$ cat src/rtl/seg7_pkg.sv
// Shared character codes, segment patterns and the 5-bit to 7-segment decode
// used by the front-panel display blocks.
package seg7_pkg;

  typedef logic [4:0] char_code_t;
  typedef logic [6:0] seg_pattern_t;

  localparam char_code_t CH_BLANK = 5'h10;
  localparam char_code_t CH_C     = 5'h11;
  localparam char_code_t CH_E     = 5'h12;
  localparam char_code_t CH_R     = 5'h13;
  localparam char_code_t CH_S     = 5'h14;
  localparam char_code_t CH_P     = 5'h15;
  localparam char_code_t CH_DASH  = 5'h16;

  // Patterns are {g,f,e,d,c,b,a}, active high.
  localparam seg_pattern_t SEG_0     = 7'b0111111;
  localparam seg_pattern_t SEG_1     = 7'b0000110;
  localparam seg_pattern_t SEG_2     = 7'b1011011;
  localparam seg_pattern_t SEG_3     = 7'b1001111;
  localparam seg_pattern_t SEG_4     = 7'b1100110;
  localparam seg_pattern_t SEG_5     = 7'b1101101;
  localparam seg_pattern_t SEG_6     = 7'b1111101;
  localparam seg_pattern_t SEG_7     = 7'b0000111;
  localparam seg_pattern_t SEG_8     = 7'b1111111;
  localparam seg_pattern_t SEG_9     = 7'b1101111;
  localparam seg_pattern_t SEG_HEX_A = 7'b1110111;
  localparam seg_pattern_t SEG_HEX_B = 7'b1111100;
  localparam seg_pattern_t SEG_HEX_C = 7'b0111001;
  localparam seg_pattern_t SEG_HEX_D = 7'b1011110;
  localparam seg_pattern_t SEG_HEX_E = 7'b1111001;
  localparam seg_pattern_t SEG_HEX_F = 7'b1110001;
  localparam seg_pattern_t SEG_BLANK = 7'b0000000;
  localparam seg_pattern_t SEG_C     = 7'b0111001;
  localparam seg_pattern_t SEG_E     = 7'b1111001;
  localparam seg_pattern_t SEG_R     = 7'b1010000;
  localparam seg_pattern_t SEG_S     = 7'b1101101;
  localparam seg_pattern_t SEG_P     = 7'b1110011;
  localparam seg_pattern_t SEG_DASH  = 7'b1000000;

  function automatic seg_pattern_t decode_char(input char_code_t code);
    seg_pattern_t pat;
    pat = SEG_BLANK;
    case (code)
      5'h00:   pat = SEG_0;
      5'h01:   pat = SEG_1;
      5'h02:   pat = SEG_2;
      5'h03:   pat = SEG_3;
      5'h04:   pat = SEG_4;
      5'h05:   pat = SEG_5;
      5'h06:   pat = SEG_6;
      5'h07:   pat = SEG_7;
      5'h08:   pat = SEG_8;
      5'h09:   pat = SEG_9;
      5'h0A:   pat = SEG_HEX_A;
      5'h0B:   pat = SEG_HEX_B;
      5'h0C:   pat = SEG_HEX_C;
      5'h0D:   pat = SEG_HEX_D;
      5'h0E:   pat = SEG_HEX_E;
      5'h0F:   pat = SEG_HEX_F;
      CH_C:    pat = SEG_C;
      CH_E:    pat = SEG_E;
      CH_R:    pat = SEG_R;
      CH_S:    pat = SEG_S;
      CH_P:    pat = SEG_P;
      CH_DASH: pat = SEG_DASH;
      default: pat = SEG_BLANK;
    endcase
    return pat;
  endfunction

endpackage

$ cat src/rtl/seg7_char_decoder.sv
// Combinational 5-bit character code to 7-segment pattern decoder,
// shared with other front-panel blocks.
module seg7_char_decoder
  import seg7_pkg::*;
(
  input  char_code_t   i_code,
  output seg_pattern_t o_seg
);

  assign o_seg = decode_char(i_code);

endmodule

$ cat src/rtl/seg7_msg_scanner.sv
// Time-multiplexed N-digit 7-segment message driver with double-buffered,
// frame-aligned message updates. Define SEG7_BLINK_EN to build whole-display blinking.
module seg7_msg_scanner
  import seg7_pkg::*;
#(
  parameter int NUM_DIGITS   = 4,
  parameter int PRESCALE     = 50000,
  parameter int BLANK_CYCLES = 2,
  parameter int BLINK_FRAMES = 64
) (
  input  logic                    clock,
  input  logic                    reset_n,
  input  logic [5*NUM_DIGITS-1:0] msg_data,
  input  logic                    msg_valid,
  output logic                    msg_ready,
  input  logic                    blink,
  output logic [6:0]              seg,
  output logic [NUM_DIGITS-1:0]   digit_en,
  output logic                    frame_start
);

  localparam int PW = $clog2(PRESCALE);
  localparam int IW = $clog2(NUM_DIGITS);
  localparam logic [PW-1:0] PS_LAST  = PW'(PRESCALE - 1);
  localparam logic [PW-1:0] PS_BLANK = PW'(BLANK_CYCLES);
  localparam logic [IW-1:0] IDX_LAST = IW'(NUM_DIGITS - 1);

  logic [PW-1:0]         r_prescale;
  logic [IW-1:0]         r_index;
  char_code_t            r_active [NUM_DIGITS];
  char_code_t            r_shadow [NUM_DIGITS];
  logic                  r_pending;
  logic [6:0]            r_seg;
  logic [NUM_DIGITS-1:0] r_digit_en;
  logic                  r_frame_start;

  logic                  w_tick;
  logic                  w_frame_end;
  logic                  w_transfer;
  char_code_t            w_cur_code;
  seg_pattern_t          w_cur_seg;
  logic [NUM_DIGITS-1:0] w_onehot;
  logic                  w_show;
  logic                  w_blink_off;

  assign w_tick      = (r_prescale == PS_LAST);
  assign w_frame_end = w_tick && (r_index == IDX_LAST);
  assign msg_ready   = ~r_pending;
  assign w_transfer  = msg_valid && ~r_pending;
  assign w_cur_code  = r_active[r_index];
  assign w_onehot    = {{(NUM_DIGITS-1){1'b0}}, 1'b1} << r_index;
  assign w_show      = (r_prescale >= PS_BLANK) && ~w_blink_off;

  always_ff @(posedge clock or negedge reset_n) begin
    if (!reset_n) begin
      r_prescale <= '0;
      r_index    <= '0;
    end else if (w_tick) begin
      r_prescale <= '0;
      r_index    <= (r_index == IDX_LAST) ? '0 : r_index + 1'b1;
    end else begin
      r_prescale <= r_prescale + 1'b1;
    end
  end

  // A transfer is only possible with pending clear, so it never collides with a commit.
  always_ff @(posedge clock or negedge reset_n) begin
    if (!reset_n) begin
      for (int i = 0; i < NUM_DIGITS; i++) begin
        r_active[i] <= CH_BLANK;
        r_shadow[i] <= CH_BLANK;
      end
      r_pending <= 1'b0;
    end else begin
      if (w_frame_end && r_pending) begin
        for (int i = 0; i < NUM_DIGITS; i++) begin
          r_active[i] <= r_shadow[i];
        end
        r_pending <= 1'b0;
      end
      if (w_transfer) begin
        for (int i = 0; i < NUM_DIGITS; i++) begin
          r_shadow[i] <= msg_data[5*i +: 5];
        end
        r_pending <= 1'b1;
      end
    end
  end

  seg7_char_decoder u_decoder (
    .i_code (w_cur_code),
    .o_seg  (w_cur_seg)
  );

`ifdef SEG7_BLINK_EN
  localparam int FW = (BLINK_FRAMES > 1) ? $clog2(BLINK_FRAMES) : 1;
  localparam logic [FW-1:0] FC_LAST = FW'(BLINK_FRAMES - 1);

  logic [FW-1:0] r_frame_cnt;
  logic          r_phase_on;

  always_ff @(posedge clock or negedge reset_n) begin
    if (!reset_n) begin
      r_frame_cnt <= '0;
      r_phase_on  <= 1'b1;
    end else if (w_frame_end) begin
      if (r_frame_cnt == FC_LAST) begin
        r_frame_cnt <= '0;
        r_phase_on  <= ~r_phase_on;
      end else begin
        r_frame_cnt <= r_frame_cnt + 1'b1;
      end
    end
  end

  assign w_blink_off = blink & ~r_phase_on;
`else
  assign w_blink_off = blink & 1'b0;
`endif

  // Only the digit enables are blanked; seg stays valid for the whole slot.
  always_ff @(posedge clock or negedge reset_n) begin
    if (!reset_n) begin
      r_seg         <= '0;
      r_digit_en    <= '0;
      r_frame_start <= 1'b0;
    end else begin
      r_seg         <= w_cur_seg;
      r_digit_en    <= w_show ? w_onehot : '0;
      r_frame_start <= w_frame_end;
    end
  end

  assign seg         = r_seg;
  assign digit_en    = r_digit_en;
  assign frame_start = r_frame_start;

endmodule

$ cat config.mk
export PLATFORM = sky130hd
export DESIGN_NAME = seg7_msg_scanner
export DESIGN_NICKNAME = d
export VERILOG_FILES = /design/src/rtl/seg7_pkg.sv /design/src/rtl/seg7_char_decoder.sv /design/src/rtl/seg7_msg_scanner.sv
export SDC_FILE = /design/constraint.sdc
export NUM_CORES = 1
export LEC_CHECK = 0
export CORE_ASPECT_RATIO = 1.1
export CORE_MARGIN = 1
export CORE_UTILIZATION = 67
export CTS_CLUSTER_DIAMETER = 150
export DETAILED_ROUTE_END_ITERATION = 12
export DONT_BUFFER_PORTS = 1
export PLACE_DENSITY = 0.89
export SYNTH_ARGS = -nofsm -noshare
export SYNTH_HDL_FRONTEND = slang
export SYNTH_SLANG_ARGS = --single-unit
$ cat constraint.sdc
create_clock -name clock -period 6.5 [get_ports clock]
set_input_delay 0.975 -clock clock [delete_from_list [all_inputs] [get_ports clock]]
set_output_delay 0.975 -clock clock [all_outputs]
set_load 0.1 [all_outputs]
==> impl_metrics.yaml <==
finish:
  fin_nets: 291
  synthToLayoutAreaGrowth_pct: 6.75
  final_cell_mix: "dfrtp_1, mux2_1, mux2_2"
  regArea_sq_mm: 0.00179
  fill_cells: 303
  layout_commonest_cell: "dfrtp_1"
  multi_input_area_sq_mm: 0.00139
  fin_area_sq_mm: 0.00348
  antenna_cells: 0
  drive_above_1_share_pct: 18.8
setup_path:
  slowest_stage: "nand4_1"
  path_class: "register to register"
  cpPeakStageDelay_ns: 0.90
  critPathBufInv: 0
  r2r_slack_ns: 3.66
  arrival_ns: 3.05
  endpoint_kind: "register"
  startpoint: "r_prescale[1]"
  r2r_start: "r_prescale[1]"
  cpLargestDelayFamily: "simple AND/OR/NAND/NOR gates"
  crit_path_cell_trace: "ha_1, nand3_1, nor3_1, nand4_1, mux2_1"
  worstPathRequired_ns: 6.71
  crit_fanout: 21
  startpoint_type: "register"
routing:
  drcViolationCount: 0
  via_per_inst: 6.09
  firstDrtPassIters: 4
  drtAntennaViolNets: 0
  drt_iter0_drc: 188
  totalWireLength_um: 5190
  via_count: 1923
  wire_per_inst_um: 16.4
pwr:
  powerDensity_mw_per_mm2: 236
  p_sw_share_pct: 20.0
  clock_power_share_pct: 41.2
  p_sw_uw: 165
  comb_power_share_pct: 1.9
  peakVddDrop_uv: 182
  pwr-share-seq_pct: 56.9
  power.internal_uw: 658
  p_leak_nw: 1.59
global_routing:
  grt_pass1_vias: 1857
  grt_pass1_wl_um: 8530
  grt_max_degree: 72
  grt_busiest_layer: "met2"
  grtUsageMet3_pct: 5.45
  grtUsageMet1_pct: 30.9
  antenna_found_initial: 0
  grtUsageMet2_pct: 35.3
  grtUsageTotal_pct: 23.3
  grt_overflow: 0
logic_synthesis:
  ys_types: 41
  synth_warnings: 0
  synth_nets: 287
  syn-cell-area_sq_mm: 0.00326
  ys_ff_latch: 71
  yosys_most_used_dff: "dfrtp_1"
  avgSynthCellArea_sq_um: 13.0
  async_reset_ff_share_pct: 100
  synth_area_leaders: "dfrtp_1, mux2_1, mux2_2"
  netlist_instances: 251
  yosysTopAreaCell: "dfrtp_1"
  synth_edf_count: 0
  synth_top_cell_area_share_pct: 48.3
  synth_seq_area_share_pct: 54.8
timing:
  rsz0062_at_grt: "no"
  layout_min_cycle_time_ns: 2.84
  post-route-period-util_pct: 43.7
  finalHoldViolCount: 0
  setup_tns_ns: 0
  fin_skew_ns: 0.00625
  maxSlewHeadroom_pct: 27.2
  finalSetupViolCount: 0
  slew_violations: 0
  clock.fmax_mhz: 352
  worstMarginPinSlew_ns: 1.09
floorplan:
  die_x_um: 68.5
  dieArea_sq_mm: 0.00515
  num_io_pins: 37
  fp.coreArea_sq_mm: 0.00465
  initial_core_util_pct: 70.1
  rows: 26
  die_h_um: 75.2
placement:
  placed_area_sq_mm: 0.00329
  port_buffers: 0
  hpwl_um: 3430
  place_congestion: 0.900
cts:
  numCtsBuffers: 9
  clk_latency_ns: 0.34
  htreeDepth: 3
  cts_tree: "done"
  ctsResizeCount: 0
  postCtsHoldBufs: 0
  clockBufferDepth: 2
  cts_root_buf: "clkbuf_8"
  postCtsSetupRepairBufs: 0
  clock-sinks: 71
  clk_pin_slew_worst_paths_ns: 0.07
hold_path:
  hp-class: "input pin to async pin"
job:
  drv_cap: 0
run_status:
  status: "finished, final reports clean"
==> metal layers <==
metal | wire [um] | vias to the layer above
met5 | 0 | -
met4 | 118 | 0
met3 | 261 | 12
met2 | 2550 | 56
met1 | 2260 | 957
li1 | - | 898
==> logic make-up after synthesis <==
family | share of synthesized area, %
buffers and inverters | 2.72
multiplexers | 19.9
AND/OR/NAND/NOR | 10.3
flip-flops | 54.8
adder cells (fa/ha/maj) | 4.60
AO/OA/AOI/OAI | 3.91
XOR/XNOR | 3.76
==> power by group through the flow <==
stage	logic (mW)	registers (mW)	clock network, mW
6_report	0.0153	0.468	0.339
5_1_grt	0.0167	0.470	0.361
4_1_cts	0.0156	0.469	0.344
3_5_place_dp	0.0155	0.477	0
3_3_place_gp	0.0146	0.476	0
2_1_floorplan	0.0143	0.473	0
==> stage by stage <==
step	instances	setup slack [ns]	power, mW	util [%]	hold WS (ns)
4_1_cts	316	3.62	0.828	74.9	0.313
5_1_grt	316	3.32	0.848	74.9	0.310
6_report	316	3.66	0.823	74.9	0.328
3_3_place_gp	300	3.70	0.490	70.8	0.466
2_1_floorplan	251	4.37	0.487	-	0.454
3_5_place_dp	300	3.71	0.492	70.8	0.474
==> path summary, 6_finish.rpt <==
path / cells past startpoint / end
setup / recovery: 5 / r_active[12]
hold reg to reg: 1 / r_active[17]
setup reg to reg: 5 / r_active[12]
min in group clock: 1 / r_active[17]
hold / removal: 0 / digit_en[3]
max in group asynchronous: 0 / r_active[14]
==> layout make-up <==
class	instances	area share (%)
sequential	71	51.3
tap	56	2.01
clock buffer	12	4.17
clock inverter	4	1.29
multi-input combinational	161	39.8
inverter	11	1.19
timing repair buffer	1	0.216
==> sequential cells by signal, summed over array words and instances (netlist names) <==
signal       flops
frame_start      1
r_index          2
seg              7
r_shadow        20
r_prescale      16
r_active        20
r_pending        1
digit_en         4
==> Yosys cell counts (3+ instances only) <==
cell type and count:
xnor2_1 7, mux2_1 22, mux4_2 3, nor2b_1 7
o21ai_1 4, xor2_1 7, nand4_1 5, clkbuf_1 3
nor4_1 6, nor3_1 5, mux4_1 3, ha_1 12
nor2_1 15, dfrtp_1 63, nand2_1 10, nand3_1 7
mux2_2 21, dfstp_2 8, inv_1 11
(Power assumes the default switching activity.)
